File: config.mk
export PLATFORM = sky130hd
export DESIGN_NAME = vga_timing_gen
export DESIGN_NICKNAME = d
export VERILOG_FILES = /design/src/rtl/vga_timing_gen.sv
export SDC_FILE = /design/constraint.sdc
export NUM_CORES = 1
export LEC_CHECK = 0
export ABC_AREA = 1
export BUFFER_PORTS_ARGS = -buffer_cell sky130_fd_sc_hd__buf_2
export CORE_UTILIZATION = 35
export CTS_BUF_LIST = sky130_fd_sc_hd__clkbuf_2
export CTS_CLUSTER_DIAMETER = 120
export DETAILED_ROUTE_END_ITERATION = 10
export PLACE_DENSITY = 0.63
export RECOVER_POWER = 50
export SLEW_MARGIN = 20
export SYNTH_ARGS = -nofsm -noshare
export SYNTH_HDL_FRONTEND = slang
export SYNTH_SLANG_ARGS = --single-unit
export TNS_END_PERCENT = 100
File: constraint.sdc
create_clock -name clk_i -period 2.12 [get_ports clk_i]
set_clock_uncertainty 0.2 [all_clocks]
set_input_delay 0.318 -clock clk_i [delete_from_list [all_inputs] [get_ports clk_i]]
set_output_delay 0.318 -clock clk_i [all_outputs]
set_load 0.02 [all_outputs]
File: src/rtl/vga_timing_gen.sv
// Parametrised raster timing generator: sync, active-area coordinates, look-ahead coordinates, line/frame strobes.
// Outputs register the pre-increment position 1 clk after a ce_i tick; with ce_i low, levels hold and strobes stay low.
module vga_timing_gen #(
    parameter int H_ACTIVE  = 640,
    parameter int H_FP      = 16,
    parameter int H_SYNC    = 96,
    parameter int H_BP      = 48,
    parameter int V_ACTIVE  = 480,
    parameter int V_FP      = 10,
    parameter int V_SYNC    = 2,
    parameter int V_BP      = 33,
    parameter bit H_POL     = 1'b0,
    parameter bit V_POL     = 1'b0,
    parameter int LOOKAHEAD = 2,
    localparam int H_TOTAL  = H_ACTIVE + H_FP + H_SYNC + H_BP,
    localparam int V_TOTAL  = V_ACTIVE + V_FP + V_SYNC + V_BP,
    localparam int XW       = $clog2(H_TOTAL),
    localparam int YW       = $clog2(V_TOTAL)
) (
    input  logic          clk_i,
    input  logic          rst_i,
    input  logic          ce_i,
    output logic          hsync_o,
    output logic          vsync_o,
    output logic          de_o,
    output logic [XW-1:0] x_o,
    output logic [YW-1:0] y_o,
    output logic          de_early_o,
    output logic [XW-1:0] x_early_o,
    output logic [YW-1:0] y_early_o,
    output logic          line_start_o,
    output logic          frame_start_o,
    output logic          vblank_o
);

    if (LOOKAHEAD < 0 || LOOKAHEAD >= H_TOTAL) begin : g_bad_lookahead
        $error("vga_timing_gen: LOOKAHEAD must lie in 0..H_TOTAL-1");
    end

    // One extra bit so porch/sync boundaries equal to 2**XW still compare correctly.
    localparam logic [XW:0]   H_ACT_C = (XW+1)'(H_ACTIVE);
    localparam logic [XW:0]   H_SS_C  = (XW+1)'(H_ACTIVE + H_FP);
    localparam logic [XW:0]   H_SE_C  = (XW+1)'(H_ACTIVE + H_FP + H_SYNC);
    localparam logic [YW:0]   V_ACT_C = (YW+1)'(V_ACTIVE);
    localparam logic [YW:0]   V_SS_C  = (YW+1)'(V_ACTIVE + V_FP);
    localparam logic [YW:0]   V_SE_C  = (YW+1)'(V_ACTIVE + V_FP + V_SYNC);
    localparam logic [XW-1:0] H_LAST  = XW'(H_TOTAL - 1);
    localparam logic [YW-1:0] V_LAST  = YW'(V_TOTAL - 1);
    localparam logic [XW-1:0] H_LA    = XW'(LOOKAHEAD);

    logic [XW-1:0] h_q, h_d, he_q, he_d;
    logic [YW-1:0] v_q, v_d, ve_q, ve_d;

    always_comb begin
        h_d = h_q;
        v_d = v_q;
        if (ce_i) begin
            if (h_q == H_LAST) begin
                h_d = '0;
                v_d = (v_q == V_LAST) ? '0 : v_q + 1'b1;
            end else begin
                h_d = h_q + 1'b1;
            end
        end
    end

    always_comb begin
        he_d = he_q;
        ve_d = ve_q;
        if (ce_i) begin
            if (he_q == H_LAST) begin
                he_d = '0;
                ve_d = (ve_q == V_LAST) ? '0 : ve_q + 1'b1;
            end else begin
                he_d = he_q + 1'b1;
            end
        end
    end

    always_ff @(posedge clk_i) begin
        if (rst_i) begin
            h_q  <= '0;
            v_q  <= '0;
            he_q <= H_LA;
            ve_q <= '0;
        end else begin
            h_q  <= h_d;
            v_q  <= v_d;
            he_q <= he_d;
            ve_q <= ve_d;
        end
    end

    logic de_m, hs_m, vs_m, vb_m, de_e;

    assign de_m = ({1'b0, h_q} < H_ACT_C) && ({1'b0, v_q} < V_ACT_C);
    assign hs_m = ({1'b0, h_q} >= H_SS_C) && ({1'b0, h_q} < H_SE_C);
    // v only moves on a line wrap, so vsync edges land on line-start ticks.
    assign vs_m = ({1'b0, v_q} >= V_SS_C) && ({1'b0, v_q} < V_SE_C);
    assign vb_m = ({1'b0, v_q} >= V_ACT_C);
    assign de_e = ({1'b0, he_q} < H_ACT_C) && ({1'b0, ve_q} < V_ACT_C);

    logic          hsync_q, vsync_q, de_q, de_early_q;
    logic          line_start_q, frame_start_q, vblank_q;
    logic [XW-1:0] x_q, x_early_q;
    logic [YW-1:0] y_q, y_early_q;

    always_ff @(posedge clk_i) begin
        if (rst_i) begin
            hsync_q       <= ~H_POL;
            vsync_q       <= ~V_POL;
            de_q          <= 1'b0;
            x_q           <= '0;
            y_q           <= '0;
            de_early_q    <= 1'b0;
            x_early_q     <= '0;
            y_early_q     <= '0;
            line_start_q  <= 1'b0;
            frame_start_q <= 1'b0;
            vblank_q      <= 1'b0;
        end else begin
            line_start_q  <= ce_i && (h_q == '0);
            frame_start_q <= ce_i && (h_q == '0) && (v_q == '0);
            if (ce_i) begin
                hsync_q    <= hs_m ? H_POL : ~H_POL;
                vsync_q    <= vs_m ? V_POL : ~V_POL;
                de_q       <= de_m;
                x_q        <= de_m ? h_q : '0;
                y_q        <= de_m ? v_q : '0;
                de_early_q <= de_e;
                x_early_q  <= de_e ? he_q : '0;
                y_early_q  <= de_e ? ve_q : '0;
                vblank_q   <= vb_m;
            end
        end
    end

    assign hsync_o       = hsync_q;
    assign vsync_o       = vsync_q;
    assign de_o          = de_q;
    assign x_o           = x_q;
    assign y_o           = y_q;
    assign de_early_o    = de_early_q;
    assign x_early_o     = x_early_q;
    assign y_early_o     = y_early_q;
    assign line_start_o  = line_start_q;
    assign frame_start_o = frame_start_q;
    assign vblank_o      = vblank_q;

endmodule

==> key figures <==
Cells and area
  • Layout filler cell count: 1187
  • Area of the multi-input gates: 1940 µm²
  • Area Growth Syn to Fin: 10.9%
  • Layout cells sized above 1: 9.35%
  • Register area: 1740 µm²
  • Final non-filler cell total: 740
  • Post-layout util: 40.7%
  • Nets: 606
  • Design Area, Final: 4490 µm²

Floorplanning
  • I/O pin count: 50
  • Die height: 110 µm
  • Starting Density: 36.7%
  • Floorplan die width: 110 µm
  • Cell Rows: 38
  • Die area: 12000 µm²
  • Area of the core: 11000 µm²

CTS
  • Postcts setup bufs: 0
  • Total CTS buffers: 9
  • Cts hold-fix bufs: 2
  • TritonCTS clock tree: done
  • Worst-case clock buffer depth: 2
  • CTS Root Cell: clkbuf_2
  • Worst skew pair latency: 0.54 ns
  • CTS sink count: 87
  • Post-CTS Resized: 0
  • CTS clk-pin slew, worst paths: 0.22 ns
  • H-tree depth: 3

Critical path
  • CP max stage delay: 0.44 ns
  • End of the worst register-to-register path: ve_q[2]
  • Crit path DAT: 2.17 ns
  • Critical path required time: 2.38 ns
  • Crit Path Max Fanout: 8
  • Slowest stage cell on the critical path: dfxtp_1
  • Critical Path Sink Type: flop
  • Kind of critical path: reg -> reg
  • Worst r2r src: he_q[1]
  • Sequence of cells on the critical path: ha_1 -> nand3_1 -> nor2_1 -> nand2_1 -> nand2_4 -> nand2_1 -> a21boi_1
  • Crit path max-delay family: simple AND/OR/NAND/NOR gates
  • Reg2Reg Setup Slack: 0.20 ns
  • WP buf/inv: 0
  • Worst r2r path cells: 7
  • Cell mode on critical path: nand2_1
  • CP Launch Type: flop

Synth
  • Synth top area cells: dfxtp_1, nand2_1, inv_1
  • Netlist cell types: 42
  • Register area share after synthesis: 43.0%
  • Avg Inst Size Synth: 7.45 µm²
  • Share of Yosys cell area claimed by the top area cell type: 43.0%
  • Async S/R FF share, synth: 0%
  • Synthesized instance count: 543
  • Top_reg_cell synth: dfxtp_1
  • Seq cells post-synth: 87
  • Mapped Nets: 554
  • Post-synth EDFFs: 0
  • Synthesized area: 4050 µm²
  • YS warnings: 0
  • Most area-hungry cell type in the Yosys netlist: dfxtp_1

Global route
  • Initial antenna violation count: 1
  • Pin count of the biggest net entering global routing: 26
  • Global Route Usage Sum: 16.5%
  • Vias in the first global route: 3359
  • Gr ovfl total: 0
  • First-pass GRT wire length: 15300 µm

Timing
  • Tmin final: 1.92 ns
  • Crit share post-route: 90.3%
  • Final Setup Violations: 0
  • Slew Viols, Final: 0
  • Final hold vios: 0
  • Hold_ws: 0.254 ns
  • Setup TNS: 0 ns
  • Fmax: 0.522 GHz
  • Worst-Margin Slew: 0.553 ns
  • RSZ-0062 raised after global routing: no
  • Rel. slew slack: 63.0%

Placement
  • Dpl hpwl: 6730 µm
  • RePlAce Congestion: 0.875
  • Port Buf Inserts: 49
  • DP Cell Count: 722
  • Placed Area: 4420 µm²

Power and ir drop
  • Worst VDD drop: 0.260 mV
  • Leak Pwr: 1.85 nW
  • Power Density: 619 nW/µm²

Min path
  • Hold EP: y_early_o[9]
  • Worst Hold Depth: 2
  • Min-delay worst type: reg -> reg
  • Hold Path Origin: y_early_o[9]

Routing
  • DR vias: 3584
  • WL final: 9200 µm
  • DR iter-0 viols: 162
  • DRC: 0
  • WL met3: 412 µm
  • Top sig layer: met4
  • Total iterations of the first detailed-routing run: 5
  • Metal-1 WL: 4310 µm
  • Routed WL per cell: 12.4 µm
  • Vias per cell: 4.84
  • Final ANT Viol Nets: 0
  • Wire length on met2: 4300 µm

Run status
  • Outcome: finished clean

Flow run
  • Max Cap Violations: 0
-- layout by cell type (no fill, tap or decap), types with 2 or more instances in the layout --
| cell type | instances |
|---|---|
| nand2_1 | 155 |
| dfxtp_1 | 87 |
| inv_1 | 66 |
| nor2_1 | 59 |
| clkbuf_1 | 46 |
| nand3_1 | 35 |
| nand4_1 | 14 |
| o21ai_0 | 13 |
| a21oi_1 | 12 |
| clkbuf_2 | 12 |
| nand3_2 | 11 |
| o31ai_1 | 11 |
| nor3_1 | 10 |
| ha_1 | 8 |
| nand2_2 | 7 |
| xor2_1 | 6 |
| nor2_2 | 4 |
| o31ai_2 | 4 |
| nor3b_1 | 3 |
| nor2_4 | 3 |
| o21ai_1 | 3 |
| buf_2 | 3 |
| nand3b_1 | 2 |
| o22ai_1 | 2 |
| nor3_4 | 2 |
| bufinv_16 | 2 |
| dlygate4sd3_1 | 2 |
| buf_4 | 2 |
-- worst reg2reg max path: cells and delay by family, from the launching register on --
kind            cells  cell delay [ns]
simple gates        5             0.82
flops               1             0.44
fa+ha+maj           1             0.23
compound gates      1             0.14
-- metal layers --
layer | up-vias | GRT usage (%)
met5 | - | 0
met2 | 69 | 26.3
met1 | 1644 | 20.5
li1 | 1861 | -
met4 | 0 | 9.71
met3 | 10 | 3.32
-- how the worst max path moves through the flow --
stage | depth (start not counted) | start | end | slack, ns
detailed placement | 7 | ce_i | x_o[0] | 0.24
finish | 7 | he_q[1] | ve_q[2] | 0.20
floorplan | 8 | h_q[0] | v_q[6] | 0.58
CTS | 8 | ce_i | x_o[0] | 0.30
global placement | 7 | ce_i | x_o[0] | 0.28
global route | 7 | he_q[1] | ve_q[2] | 0.09
-- power by group --
| part | internal (mW) | switching, mW |
|---|---|---|
| logic | 0.0470 | 0.123 |
| clock network | 0.390 | 0.543 |
| registers | 1.66 | 0.0157 |
-- area by class of cell --
cell class	count	share of cell area, %
Antenna cell	1	0.0557
Clock buffer	11	1.23
Clock inverter	4	1.59
Inverter	67	5.66
Multi-Input combinational cell	375	43.3
Sequential cell	87	38.8
Tap cell	140	3.90
Timing Repair Buffer	55	5.52
-- state kept, by name, summed over array words and instances, names as in the netlist --
| register | flops |
|---|---|
| de_o | 1 |
| de_early_o | 1 |
| vsync_o | 1 |
| vblank_o | 1 |
| hsync_o | 1 |
| ve_q | 10 |
| x_early_o | 10 |
| h_q | 10 |
| v_q | 10 |
| line_start_o | 1 |
| frame_start_o | 1 |
| x_o | 10 |
| he_q | 10 |
| y_early_o | 10 |
| y_o | 10 |
-- kinds of logic (layout without fill, tap and decap cells) --
| group | count (synthesis) | count (layout) | share of synthesized area, % |
|---|---|---|---|
| AO/OA/AOI/OAI | 52 | 52 | 8.47 |
| flip-flops | 87 | 87 | 43.0 |
| buffers and inverters | 81 | 137 | 8.66 |
| XOR/XNOR | 6 | 6 | 1.30 |
| adder cells (fa/ha/maj) | 8 | 8 | 2.47 |
| multiplexers | 1 | 1 | 0.247 |
| other | 0 | 1 | 0 |
| AND/OR/NAND/NOR | 308 | 308 | 35.8 |
-- cell usage after synthesis (3+ instances only) --
| cell type | n |
|---|---|
| buf_2 | 7 |
| nor2_2 | 4 |
| nand4_1 | 14 |
| nor2_1 | 59 |
| dfxtp_1 | 87 |
| a21oi_1 | 12 |
| ha_1 | 8 |
| nand2_1 | 154 |
| o31ai_2 | 4 |
| nor3_1 | 9 |
| nand3_2 | 12 |
| o21ai_0 | 13 |
| nor3b_1 | 3 |
| nor2_4 | 3 |
| o21ai_1 | 3 |
| inv_1 | 65 |
| o31ai_1 | 11 |
| xor2_1 | 6 |
| nand2_2 | 8 |
| nand3_1 | 34 |
-- through the flow --
| step | total power, mW | setup slack, ns |
|---|---|---|
| 2_1_floorplan | 1.83 | 0.580 |
| 3_3_place_gp | 1.88 | 0.280 |
| 3_5_place_dp | 1.88 | 0.237 |
| 4_1_cts | 2.82 | 0.304 |
| 5_1_grt | 2.90 | 0.0863 |
| 6_report | 2.78 | 0.205 |
No activity file was read; power rests on OpenSTA's default activity.
